<file path="src/rtl/branch_pred_pkg.sv">
// Shared types and default sizing for the branch update queue.
package branch_pred_pkg;

  localparam int unsigned PC_W     = 32;
  localparam int unsigned BQ_DEPTH = 8;

  typedef struct packed {
    logic [PC_W-1:0] pc;
    logic            pred;
  } bq_entry_t;

endpackage

</file>
<file path="src/rtl/bq_storage.sv">
// Entry register array: one synchronous write port, one asynchronous read port.
module bq_storage
  import branch_pred_pkg::*;
#(
  parameter int unsigned DEPTH = BQ_DEPTH,
  localparam int unsigned AW   = $clog2(DEPTH)
) (
  input  logic          clk,
  input  logic          we,
  input  logic [AW-1:0] waddr,
  input  bq_entry_t     wdata,
  input  logic [AW-1:0] raddr,
  output bq_entry_t     rdata
);

  bq_entry_t mem [DEPTH];

  // Entries need no reset: validity is tracked by the pointers alone.
  always_ff @(posedge clk) begin
    if (we) begin
      mem[waddr] <= wdata;
    end
  end

  assign rdata = mem[raddr];

endmodule

</file>
<file path="src/rtl/branch_update_queue.sv">
// In-order queue of predicted branches; drives predictor updates and mispredict flushes
// on resolution, and keeps saturating branch/mispredict statistics.
module branch_update_queue #(
  parameter int unsigned DEPTH  = branch_pred_pkg::BQ_DEPTH,
  parameter int unsigned PC_W   = branch_pred_pkg::PC_W,
  parameter int unsigned STAT_W = 16,
  localparam int unsigned CW    = $clog2(DEPTH + 1)
) (
  input  logic              clk,
  input  logic              rst,
  input  logic              push,
  input  logic [PC_W-1:0]   push_pc,
  input  logic              push_pred,
  output logic              push_ready,
  input  logic              resolve,
  input  logic              resolve_taken,
  input  logic              flush,
  output logic              upd_ld,
  output logic              upd_br_en,
  output logic [PC_W-1:0]   upd_pc,
  output logic              mispredict,
  output logic [CW-1:0]     count,
  output logic              empty,
  output logic              full,
  output logic              resolve_err,
  output logic [STAT_W-1:0] stat_branches,
  output logic [STAT_W-1:0] stat_mispred
);

  localparam int unsigned AW = $clog2(DEPTH);

  branch_pred_pkg::bq_entry_t wr_entry;
  branch_pred_pkg::bq_entry_t rd_entry;

  logic [AW:0]   head_q, head_d;
  logic [AW:0]   tail_q, tail_d;
  logic [CW-1:0] count_d;
  logic          clear;
  logic          res_ok;
  logic          mis_now;
  logic          push_ok;

  assign empty      = (head_q == tail_q);
  assign full       = (head_q[AW-1:0] == tail_q[AW-1:0]) && (head_q[AW] != tail_q[AW]);
  assign push_ready = !full;

  // A registered mispredict means every remaining entry is wrong-path.
  assign clear   = flush || mispredict;
  assign res_ok  = resolve && !empty;
  assign mis_now = res_ok && (resolve_taken != rd_entry.pred);
  assign push_ok = push && !full && !clear && !mis_now;

  assign wr_entry = '{pc: branch_pred_pkg::PC_W'(push_pc), pred: push_pred};

  bq_storage #(
    .DEPTH (DEPTH)
  ) u_storage (
    .clk   (clk),
    .we    (push_ok),
    .waddr (tail_q[AW-1:0]),
    .wdata (wr_entry),
    .raddr (head_q[AW-1:0]),
    .rdata (rd_entry)
  );

  always_comb begin
    head_d  = head_q;
    tail_d  = tail_q;
    count_d = count;
    if (clear) begin
      head_d  = tail_q;
      count_d = '0;
    end else begin
      if (push_ok) tail_d = tail_q + (AW+1)'(1);
      if (res_ok)  head_d = head_q + (AW+1)'(1);
      count_d = count + CW'(push_ok) - CW'(res_ok);
    end
  end

  always_ff @(posedge clk or posedge rst) begin
    if (rst) begin
      head_q        <= '0;
      tail_q        <= '0;
      count         <= '0;
      upd_ld        <= 1'b0;
      upd_br_en     <= 1'b0;
      upd_pc        <= '0;
      mispredict    <= 1'b0;
      resolve_err   <= 1'b0;
      stat_branches <= '0;
      stat_mispred  <= '0;
    end else begin
      head_q      <= head_d;
      tail_q      <= tail_d;
      count       <= count_d;
      upd_ld      <= res_ok;
      mispredict  <= mis_now;
      resolve_err <= resolve && empty;
      if (res_ok) begin
        upd_br_en <= resolve_taken;
        upd_pc    <= PC_W'(rd_entry.pc);
      end
      if (res_ok && (stat_branches != '1)) stat_branches <= stat_branches + 1'b1;
      if (mis_now && (stat_mispred != '1)) stat_mispred <= stat_mispred + 1'b1;
    end
  end

endmodule

</file>
<file path="config.mk">
export PLATFORM = sky130hd
export DESIGN_NAME = branch_update_queue
export DESIGN_NICKNAME = d
export VERILOG_FILES = /design/src/rtl/branch_pred_pkg.sv /design/src/rtl/bq_storage.sv /design/src/rtl/branch_update_queue.sv
export SDC_FILE = /design/constraint.sdc
export NUM_CORES = 1
export LEC_CHECK = 0
export BUFFER_PORTS_ARGS = -buffer_cell sky130_fd_sc_hd__buf_2
export CAP_MARGIN = 40
export CORE_ASPECT_RATIO = 0.6
export CORE_MARGIN = 1.5
export CORE_UTILIZATION = 40
export CTS_CLUSTER_SIZE = 20
export DETAILED_ROUTE_END_ITERATION = 12
export SETUP_SLACK_MARGIN = 0.4
export SYNTH_ARGS = -nofsm -noshare
export SYNTH_HDL_FRONTEND = slang
export SYNTH_SLANG_ARGS = --single-unit
</file>
<file path="constraint.sdc">
create_clock -name clk -period 7.4 [get_ports clk]
set_input_delay 1.48 -clock clk [delete_from_list [all_inputs] [get_ports clk]]
set_output_delay 1.48 -clock clk [all_outputs]
set_load 0.005 [all_outputs]
</file>
==> reports/qor.csv, run 1 <==
metric,value,unit
crit_family,buffers and inverters,
dpl.cell_count,1266,
criticalPathCategory,reg2out,
ys_seq_area_share,73.62,%
vias,6738,
cts-hold-fix-buffers,0,
postCtsResizedCells,0,
drive_gt1_share,30.75,%
drt-total-wl,26910,um
synth_area,0.01349,mm^2
outcome,"finished, final reports clean",
cpMaxStageDelayCell,buf_4,
fin_crit_sh,55.15,%
top_layer_used,met4,
synth_nets,771,
fin_cells,1329,
setup_tns,0,ns
drtAntennaViolNets,0,
power.density,368.1,mW/mm^2
clock_sinks,344,
period_needed,4.081,ns
combPwrFrac,24.9,%
grt_pass1_vias,6882,
numCtsBuffers,34,
dp_hpwl,15740,um
num-nets-final,900,
antenna_found_initial,1,
hold_viol,0,
synth_cells,723,
grt_overflow,0,
io_buffer_count,113,
crit_path_start_kind,register,
grt_max_degree,77,
gp_congestion,0.7568,
worstMarginPinSlew,0.8286,ns
detail_route.vias_per_cell,5.070,
switching_share,29.16,%
hold_class,reg2reg,
clock_latency,0.51,ns
die_area,0.03486,mm^2
dr_wl_met3,1112,um
grt_usage,15.84,%
power.switching,1.692,mW
pin_count,114,
setup_ws,3.319,ns
clkPwrFrac,30.1,%
critPathMaxFanout,54,
crit_buf_inv,3,
area_growth,16.88,%
wl_met1,13760,um
maxSlewHeadroom,44.76,%
die_x,240.1,um
clock.fmax,245.0,MHz
finalInstanceArea,0.01576,mm^2
cts_tree,done,
multi_input_area,0.003395,mm^2
p_leak,5.699,nW
fp-row-count,51,
peakVddDrop,194.8,uV
root_buffer,clkbuf_16,
drc,0,
path_cells,buf_4 > xnor2_1 > nand4_1 > inv_1 > buf_2,
die_h,145.2,um
avgSynthCellArea,18.65,um^2
finalPower,5.803,mW
drt_iter0_drc,540,
maxSlewViolCount,0,
ys_warn_count,0,
nFillCells,2752,
cts_buffer_depth,3,
drtPass1Iterations,5,
pwr-share-seq,45.0,%
place_ws,3.443,ns
synth.ff_latch_count,344,
start_util,41.12,%
rsz0062_at_grt,false,
place_area,0.01463,mm^2
critPathRequiredTime,5.92,ns
cp_data_arrival_time,2.60,ns
finalSetupViolCount,0,
clk_pin_slew,0.06,ns
fin_skew,0.01318,ns
maxCapViolCount,0,
grt_pass1_wl,42120,um
wl_met2,11650,um
postCtsSetupBuffers,0,
regArea,0.009936,mm^2
internal_power,4.111,mW
ys_types,36,
slowest_delay,0.72,ns
ctsHtreeMaxLevel,2,
cp-end-kind,output port,
core,0.03280,mm^2
wl_per_cell,20.25,um
kinds of logic after synthesis:
logic type | Yosys count | share of synthesized area, %
xor gates and xnor gates | 46 | 2.987
DFF | 344 | 73.62
AOI/OAI and AO/OA | 44 | 1.753
buffers and inverters | 47 | 1.540
adders and majority gates | 9 | 0.8907
and+or+nand+nor | 131 | 5.492
muxes | 102 | 13.71
cells in the mapped netlist, drive strengths merged:
cell type	count	share of area [%]
mux2	2	0.17
nand2	16	0.46
nor3	14	0.67
and4	2	0.13
xor2	25	1.6
o21a	1	0.056
nand2b	5	0.23
a31oi	1	0.046
dfrtp	80	15
and3	7	0.32
xnor2	21	1.4
edfxtp	264	59
nand4	13	0.60
inv	12	0.33
clkbuf	17	0.47
nand3	12	0.45
nor4	8	0.65
nor2	44	1.2
nor3b	2	0.19
o21ai	1	0.037
a21oi	37	1.4
or2	1	0.046
a41oi	2	0.13
ha	8	0.74
nor4b	3	0.33
fa	1	0.15
a21o	2	0.11
mux4	66	11
buf	18	0.73
and2	4	0.19
mux2i	34	2.5
state kept, by name, indices dropped and copies added (netlist names):
signal / count
stat_mispred: 16
tail_q: 4
stat_branches: 16
upd_br_en: 1
head_q: 4
mispredict: 1
resolve_err: 1
u_storage.mem: 264
count: 4
upd_pc: 32
upd_ld: 1
area by class of cell:
cell class	instances	share of cell area, %
sequential	344	63.03
multi-input combinational	332	21.53
clock buffer	53	6.572
timing repair buffer	128	4.381
tap	450	3.572
clock inverter	9	0.6032
inverter	12	0.2937
antenna	1	0.01587
routing by layer:
metal | up-vias | GRT usage, %
li1 | 3094 | -
met5 | - | 0
met3 | 39 | 3.482
met2 | 129 | 22.40
met1 | 3476 | 24.77
met4 | 0 | 3.742
cell usage in the layout, fill, tap and decap left out, types with 3 or more instances in the layout:
cell,instances
buf_2,113
clkbuf_1,11
nor4_2,7
inv_1,10
clkbuf_16,37
nor2_1,42
dfrtp_1,77
xor2_1,25
nand2b_1,5
edfxtp_1,264
clkbuf_8,5
nor4b_2,3
mux4_2,66
nand4_1,13
nand2_1,15
nor3_1,6
clkinv_1,4
a21oi_1,37
ha_1,8
buf_4,14
nand3_1,12
and2_1,4
xnor2_1,21
and3_1,7
nor3_2,8
mux2i_1,33
per-stage QoR:
stage               hold WS (ns)  utilization [%]
finish                    0.4887            48.06
detailed placement        0.4720            44.61
floorplan                 0.4740                -
global route              0.5157            48.05
CTS                       0.4882            48.05
global placement          0.4695            44.54
power groups by stage:
stage	logic, mW	registers (mW)	clock network, mW
after global placement	1.45	2.65	0
after floorplan	1.12	2.52	0
final	1.44	2.61	1.75
after global routing	1.59	2.66	1.87
after detailed placement	1.47	2.65	0
after CTS	1.48	2.62	1.80
path summary, 6_finish.rpt:
check	from	endpoint	slack (ns)	depth (start not counted)
max reg2reg	head_q[0]$_DFFE_PP0P_	count[2]$_DFF_PP0_	3.49	11
min	stat_mispred[10]$_DFFE_PP0P_	stat_mispred[10]$_DFFE_PP0P_	0.49	1
max	head_q[1]$_DFFE_PP0P_	full	3.32	5
min reg2reg	stat_mispred[10]$_DFFE_PP0P_	stat_mispred[10]$_DFFE_PP0P_	0.49	1
min in group asynchronous	rst	stat_branches[7]$_DFFE_PP0P_	1.02	2
max in group asynchronous	rst	head_q[0]$_DFFE_PP0P_	5.24	3
No activity file was read; power rests on OpenSTA's default activity.
==> run 2, diff against run 1 <==
==> constraint.sdc (replaced) <==
create_clock -name clk -period 4 [get_ports clk]
set_input_delay 0.8 -clock clk [delete_from_list [all_inputs] [get_ports clk]]
set_output_delay 0.8 -clock clk [all_outputs]
set_load 0.005 [all_outputs]
==> run 2 against run 1 <==
Against the previous run:
- power up 87%
- final cell count up 0.38%
- count of clock-buffer cells in the layout down 16
- clock power up 87%
- die area unchanged
- worst setup slack worse by 2.5 ns
- non-clock buffer count up 8
- design area up 0.60%
- critical endpoint is now count[2]$_DFF_PP0_
- sequential power up 81%
- core utilization up 0.29 points
- combinational power up 96%
==> reports/qor.csv, run 2 (synthesized netlist as in run 1, its figures left out) <==
metric,value,unit,change
path_cells,mux4_2 > mux2i_1 > mux2i_2 > nand2_2 > ha_1 > inv_1 > ha_1 > fa_1 > xnor2_1 > nor3_1,,
gp_congestion,0.7841,,+3.6%
regMostFlops,u_storage.mem,,
maxSlewViolCount,0,,unchanged
die_x,240.1,um,unchanged
criticalPathCategory,reg2reg,,
insertedDiodeCount,0,,-1
crit_family,multiplexers,,
rsz0062_at_grt,false,,
use_met2,23.83,%,+1.4 points
grtUsageMet3,3.463,%,-0.019 points
drt_iter0_drc,438,,-19%
vias,6758,,+0.30%
clock_latency,0.52,ns,about the same
final_common_cell,edfxtp_1,,
dpl.cell_count,1274,,+0.63%
hold_class,in2async,,
finalCoreUtilization,48.35,%,+0.29 points
nFillCells,2838,,+3.1%
place_ws,0.8627,ns,-2.580 ns
final_cell_mix,"264 x edfxtp_1, 113 x buf_2, 77 x dfrtp_1, 66 x mux4_2, 42 x nor2_1",,
io_buffer_count,113,,unchanged
cts_tree,done,,
drt-total-wl,27070,um,+0.56%
clock.fmax,314.9,MHz,
crit_path_start_kind,register,,
clock_sinks,344,,unchanged
maxCapViolCount,0,,unchanged
dp_hpwl,15940,um,+1.3%
cp_data_arrival_time,3.60,ns,+1.00 ns
detail_route.vias_per_cell,5.066,,about the same
grt_pass1_vias,6926,,+0.64%
clk_pin_slew,0.06,ns,about the same
drtAntennaViolNets,0,,unchanged
gr-max-usage-layer,met1,,
die_h,145.2,um,unchanged
p_leak,5.753,nW,+0.94%
numCtsBuffers,34,,unchanged
cts-hold-fix-buffers,0,,unchanged
drive_gt1_share,31.90,%,+1.1 points
regArea,0.009936,mm^2,unchanged
cts_buffer_depth,3,,unchanged
multi_input_area,0.003410,mm^2,+0.44%
fin_crit_sh,79.40,%,
drtPass1Iterations,4,,-1
use_met1,24.32,%,-0.45 points
grt_pass1_wl,42450,um,+0.79%
grt_usage,16.11,%,+0.27 points
crit_buf_inv,1,,-2
top_regs,"u_storage.mem: 264 flops, upd_pc: 32 flops",,
antenna_found_initial,1,,unchanged
core,0.03280,mm^2,unchanged
grt_overflow,0,,unchanged
postCtsResizedCells,0,,unchanged
maxSlewHeadroom,41.78,%,-3.0 points
setup_ws,0.8239,ns,-2.495 ns
num-nets-final,908,,+0.89%
wl_per_cell,20.29,um,+0.18%
die_area,0.03486,mm^2,unchanged
cp-end-kind,register,,
drc,0,,unchanged
finalSetupViolCount,0,,unchanged
area_growth,17.59,%,
power.density,682.7,mW/mm^2,+85%
fin_skew,0.02451,ns,+0.01132 ns
critPathRequiredTime,4.42,ns,-1.50 ns
start_util,41.12,%,unchanged
period_needed,3.176,ns,
slowest_delay,0.50,ns,-0.22 ns
largest_reg_flops,264,,unchanged
postCtsSetupBuffers,0,,unchanged
outcome,"finished, final reports clean",,
fp-row-count,51,,unchanged
cpMaxStageDelayCell,mux4_2,,
hold_viol,0,,unchanged
critPathMaxFanout,8,,-85%
root_buffer,clkbuf_16,,
pin_count,114,,unchanged
crit_top_cell,ha_1,,
peakVddDrop,396.3,uV,+100%
fin_cells,1334,,+0.38%
grt_max_degree,77,,unchanged
worstMarginPinSlew,0.8685,ns,+0.03993 ns
ctsHtreeMaxLevel,2,,unchanged
[run 2: changes by cell type in the layout (fill, tap and decap cells not counted), moves of 2 or more]
| cell | before | now |
|---|---|---|
| clkbuf_1 | 11 | 2 |
| buf_4 | 14 | 21 |
| clkbuf_8 | 5 | 0 |
| clkinv_2 | 2 | 7 |
| bufinv_16 | 2 | 5 |
| clkinv_1 | 4 | 7 |
| clkbuf_16 | 37 | 35 |
| clkinvlp_4 | 0 | 2 |
[run 2: cell type report]
| cell class | instances | share of cell area (%) |
|---|---|---|
| Clock buffer | 37 | 5.570 |
| Clock inverter | 23 | 1.578 |
| Inverter | 12 | 0.2919 |
| Multi-Input combinational cell | 332 | 21.50 |
| Sequential cell | 344 | 62.65 |
| Tap cell | 450 | 3.550 |
| Timing Repair Buffer | 136 | 4.860 |
[run 2: per-stage QoR]
stage                     total power, mW  hold slack (ns)  instance area (um^2)  setup TNS (ns)
after floorplan                     6.745           0.4740                 13500          -46.33
after global placement              7.644           0.4630                 14700               0
after detailed placement            7.702           0.4621                 14730               0
after CTS                           11.01           0.1871                 15860               0
after global routing                11.45           0.2041                 15860               0
final                               10.83           0.2084                 15860               0
[run 2: worst paths after layout]
path	from	endpoint	slack, ns	depth (start not counted)
max	head_q[0]$_DFFE_PP0P_	count[2]$_DFF_PP0_	0.82	10
max in group asynchronous	rst	head_q[1]$_DFFE_PP0P_	3.01	3
min reg2reg	upd_br_en$_DFFE_PP0P_	upd_br_en$_DFFE_PP0P_	0.47	1
max reg2reg	head_q[0]$_DFFE_PP0P_	count[2]$_DFF_PP0_	0.82	10
min in group clk	upd_br_en$_DFFE_PP0P_	upd_br_en$_DFFE_PP0P_	0.47	1
min	rst	stat_branches[3]$_DFFE_PP0P_	0.21	2
[run 2: where the power goes]
part	leakage, nW	total [mW]	switching [mW]	internal [mW]
Combinational	1.86	2.82	1.44	1.38
Sequential	3.34	4.73	0.383	4.35
Clock	0.554	3.27	1.34	1.93
Total	5.75	10.8	3.17	7.66
[run 2: per-layer routing]
layer	routed length, um	vias up
met4	330	2
met2	12140	129
met1	13170	3499
met5	11	-
met3	1406	28
li1	-	3100
==> run 3, diff against run 2 <==
==> constraint.sdc (replaced) <==
create_clock -name clk -period 3 [get_ports clk]
set_input_delay 0.6 -clock clk [delete_from_list [all_inputs] [get_ports clk]]
set_output_delay 0.6 -clock clk [all_outputs]
set_load 0.005 [all_outputs]
==> run 3 against run 2 <==
Against the previous run:
- routed wire length increased by 15%
- highest routed layer unchanged
- core utilization is 3.5 points higher
- critical path depth stayed put
==> reports/qor.csv, run 3 (synthesized netlist as in run 1, its figures left out) <==
metric,value,unit,change
top_regs,"u_storage.mem: 264 flops, upd_pc: 32 flops",,
area_growth,26.05,%,
r2r-start,head_q[0]$_DFFE_PP0P_,,
detail_route.vias_per_cell,5.226,,+3.2%
finalCoreUtilization,51.83,%,+3.5 points
vias,7227,,+6.9%
criticalPathCategory,reg2reg,,
nFillCells,2631,,-7.3%
grtUsageMet3,3.520,%,+0.057 points
drtPass1Iterations,5,,+1
maxSlewHeadroom,58.78,%,+17 points
ctsHtreeMaxLevel,2,,unchanged
final_cell_mix,"264 x edfxtp_1, 113 x buf_2, 77 x dfrtp_1, 66 x mux4_2, 49 x clkbuf_16",,
maxCapViolCount,0,,unchanged
hold_class,in2async,,
cts_tree,done,,
ff2ff_setup_slack,0.26,ns,-0.56 ns
io_buffer_count,113,,unchanged
p_leak,6.202,nW,+7.8%
cp_data_arrival_time,3.17,ns,-0.43 ns
peakVddDrop,425.0,uV,+7.2%
pwr-share-seq,40.8,%,-2.9 points
fin_skew,0.02113,ns,-0.003380 ns
setup_ws,0.2606,ns,-0.5633 ns
fin_cells,1383,,+3.7%
maxSlewViolCount,0,,unchanged
place_ws,0.03578,ns,-0.8270 ns
cp-end-kind,register,,
clock_sinks,344,,unchanged
hold_viol,0,,unchanged
reg2reg_depth,10,,unchanged
fin_crit_sh,91.31,%,+12 points
switching_share,29.83,%,+0.55 points
die_h,145.2,um,unchanged
combPwrFrac,29.9,%,+3.8 points
grt_usage,16.57,%,+0.46 points
clock.fmax,365.0,MHz,+16%
critPathMaxFanout,4,,-4
core,0.03280,mm^2,unchanged
drive_gt1_share,36.91,%,+5.0 points
path_cells,mux4_2 > mux2i_4 > mux2i_4 > nand2_8 > ha_4 > inv_2 > ha_4 > fa_2 > xnor2_1 > nor3_1,,
multi_input_area,0.003533,mm^2,+3.6%
worstMarginPinSlew,0.6183,ns,-0.2502 ns
worst-path-stages,10,,unchanged
grt_pass1_vias,7081,,+2.2%
gp_congestion,0.7553,,-3.7%
die_x,240.1,um,unchanged
drt_iter0_drc,705,,+61%
setup_tns,0,ns,unchanged
dp_hpwl,16730,um,+4.9%
root_buffer,clkbuf_16,,
fp-row-count,51,,unchanged
cpMaxStageDelayCell,mux4_2,,
finalSetupViolCount,0,,unchanged
crit_path_start_kind,register,,
use_met1,25.68,%,+1.4 points
num-nets-final,955,,+5.2%
rsz0062_at_grt,true,,
gr-max-usage-layer,met1,,
clkPwrFrac,29.3,%,-0.9 points
numCtsBuffers,34,,unchanged
power.density,893.9,mW/mm^2,+31%
largest_reg_flops,264,,unchanged
critPathRequiredTime,3.43,ns,-0.99 ns
finalPower,15.20,mW,+40%
antenna_found_initial,2,,+1
cts_buffer_depth,3,,unchanged
clock_latency,0.53,ns,about the same
dpl.cell_count,1284,,+0.78%
power.switching,4.533,mW,+43%
drtAntennaViolNets,0,,unchanged
use_met2,23.71,%,-0.12 points
die_area,0.03486,mm^2,unchanged
grt_max_degree,77,,unchanged
place_area,0.01498,mm^2,+1.8%
drc,0,,unchanged
regMostFlops,u_storage.mem,,
regArea,0.009936,mm^2,unchanged
period_needed,2.739,ns,-0.4367 ns
clk_pin_slew,0.07,ns,about the same
slowest_delay,0.54,ns,+0.04 ns
grt_overflow,0,,unchanged
pin_count,114,,unchanged
final_common_cell,edfxtp_1,,
grt_pass1_wl,43280,um,+2.0%
crit_buf_inv,1,,unchanged
internal_power,10.66,mW,+39%
drt-total-wl,30990,um,+15%
start_util,41.12,%,unchanged
wl_per_cell,22.41,um,+10%
outcome,"finished, final reports clean",,
crit_family,multiplexers,,
reg2reg_to,count[2]$_DFF_PP0_,,
whs,0.05786,ns,-0.1505 ns
finalInstanceArea,0.01700,mm^2,+7.2%
-- run 3: metal layers --
metal / part of all wire [%] / wire, um / vias to the layer above
met5: 0.077 / 24 / -
met4: 1.3 / 410 / 4
met3: 6.3 / 1946 / 44
met2: 43 / 13340 / 198
met1: 49 / 15270 / 3782
li1: - / - / 3199
-- run 3: cell type report --
class	count	area share, %
Clock inverter	17	1.325
Multi-Input combinational cell	332	20.78
Timing Repair Buffer	183	10.28
Tap cell	450	3.312
Sequential cell	344	58.45
Clock buffer	44	5.527
Antenna cell	1	0.01472
Inverter	12	0.3091
-- run 3: power groups by stage --
stage / clock, mW / sequential, mW / combinational (mW)
3_5_place_dp: 0 / 6.30 / 4.15
5_1_grt: 4.75 / 6.28 / 4.97
4_1_cts: 4.55 / 6.20 / 4.28
6_report: 4.45 / 6.20 / 4.54
2_1_floorplan: 0 / 6.21 / 2.88
3_3_place_gp: 0 / 6.28 / 4.11
-- run 3: how the worst max path moves through the flow --
stage                           from                       endpoint
4_1_cts        head_q[0]$_DFFE_PP0P_             count[2]$_DFF_PP0_
3_3_place_gp   head_q[0]$_DFFE_PP0P_             count[1]$_DFF_PP0_
3_5_place_dp   head_q[0]$_DFFE_PP0P_             count[1]$_DFF_PP0_
5_1_grt        head_q[0]$_DFFE_PP0P_             count[1]$_DFF_PP0_
6_report       head_q[0]$_DFFE_PP0P_             count[2]$_DFF_PP0_
2_1_floorplan  head_q[0]$_DFFE_PP0P_  u_storage.mem[0][0]$_DFFE_PP_
-- run 3: what timing repair did --
item / CTS / global route
pin swaps: 5 / 8
gates cloned: 3 / 18
endpoints found under the setup margin: 268 / 272
gates resized for setup: 13 / 31
hold buffers: 0 / 0
buffers inserted: 6 / 10
-- run 3: worst register-to-register path, stage by stage, from the launching register on --
cell	delay [ns]
dfrtp_4	0.45
mux4_2	0.54
mux2i_4	0.21
mux2i_4	0.34
nand2_8	0.07
ha_4	0.27
inv_2	0.03
ha_4	0.15
fa_2	0.34
xnor2_1	0.14
nor3_1	0.13
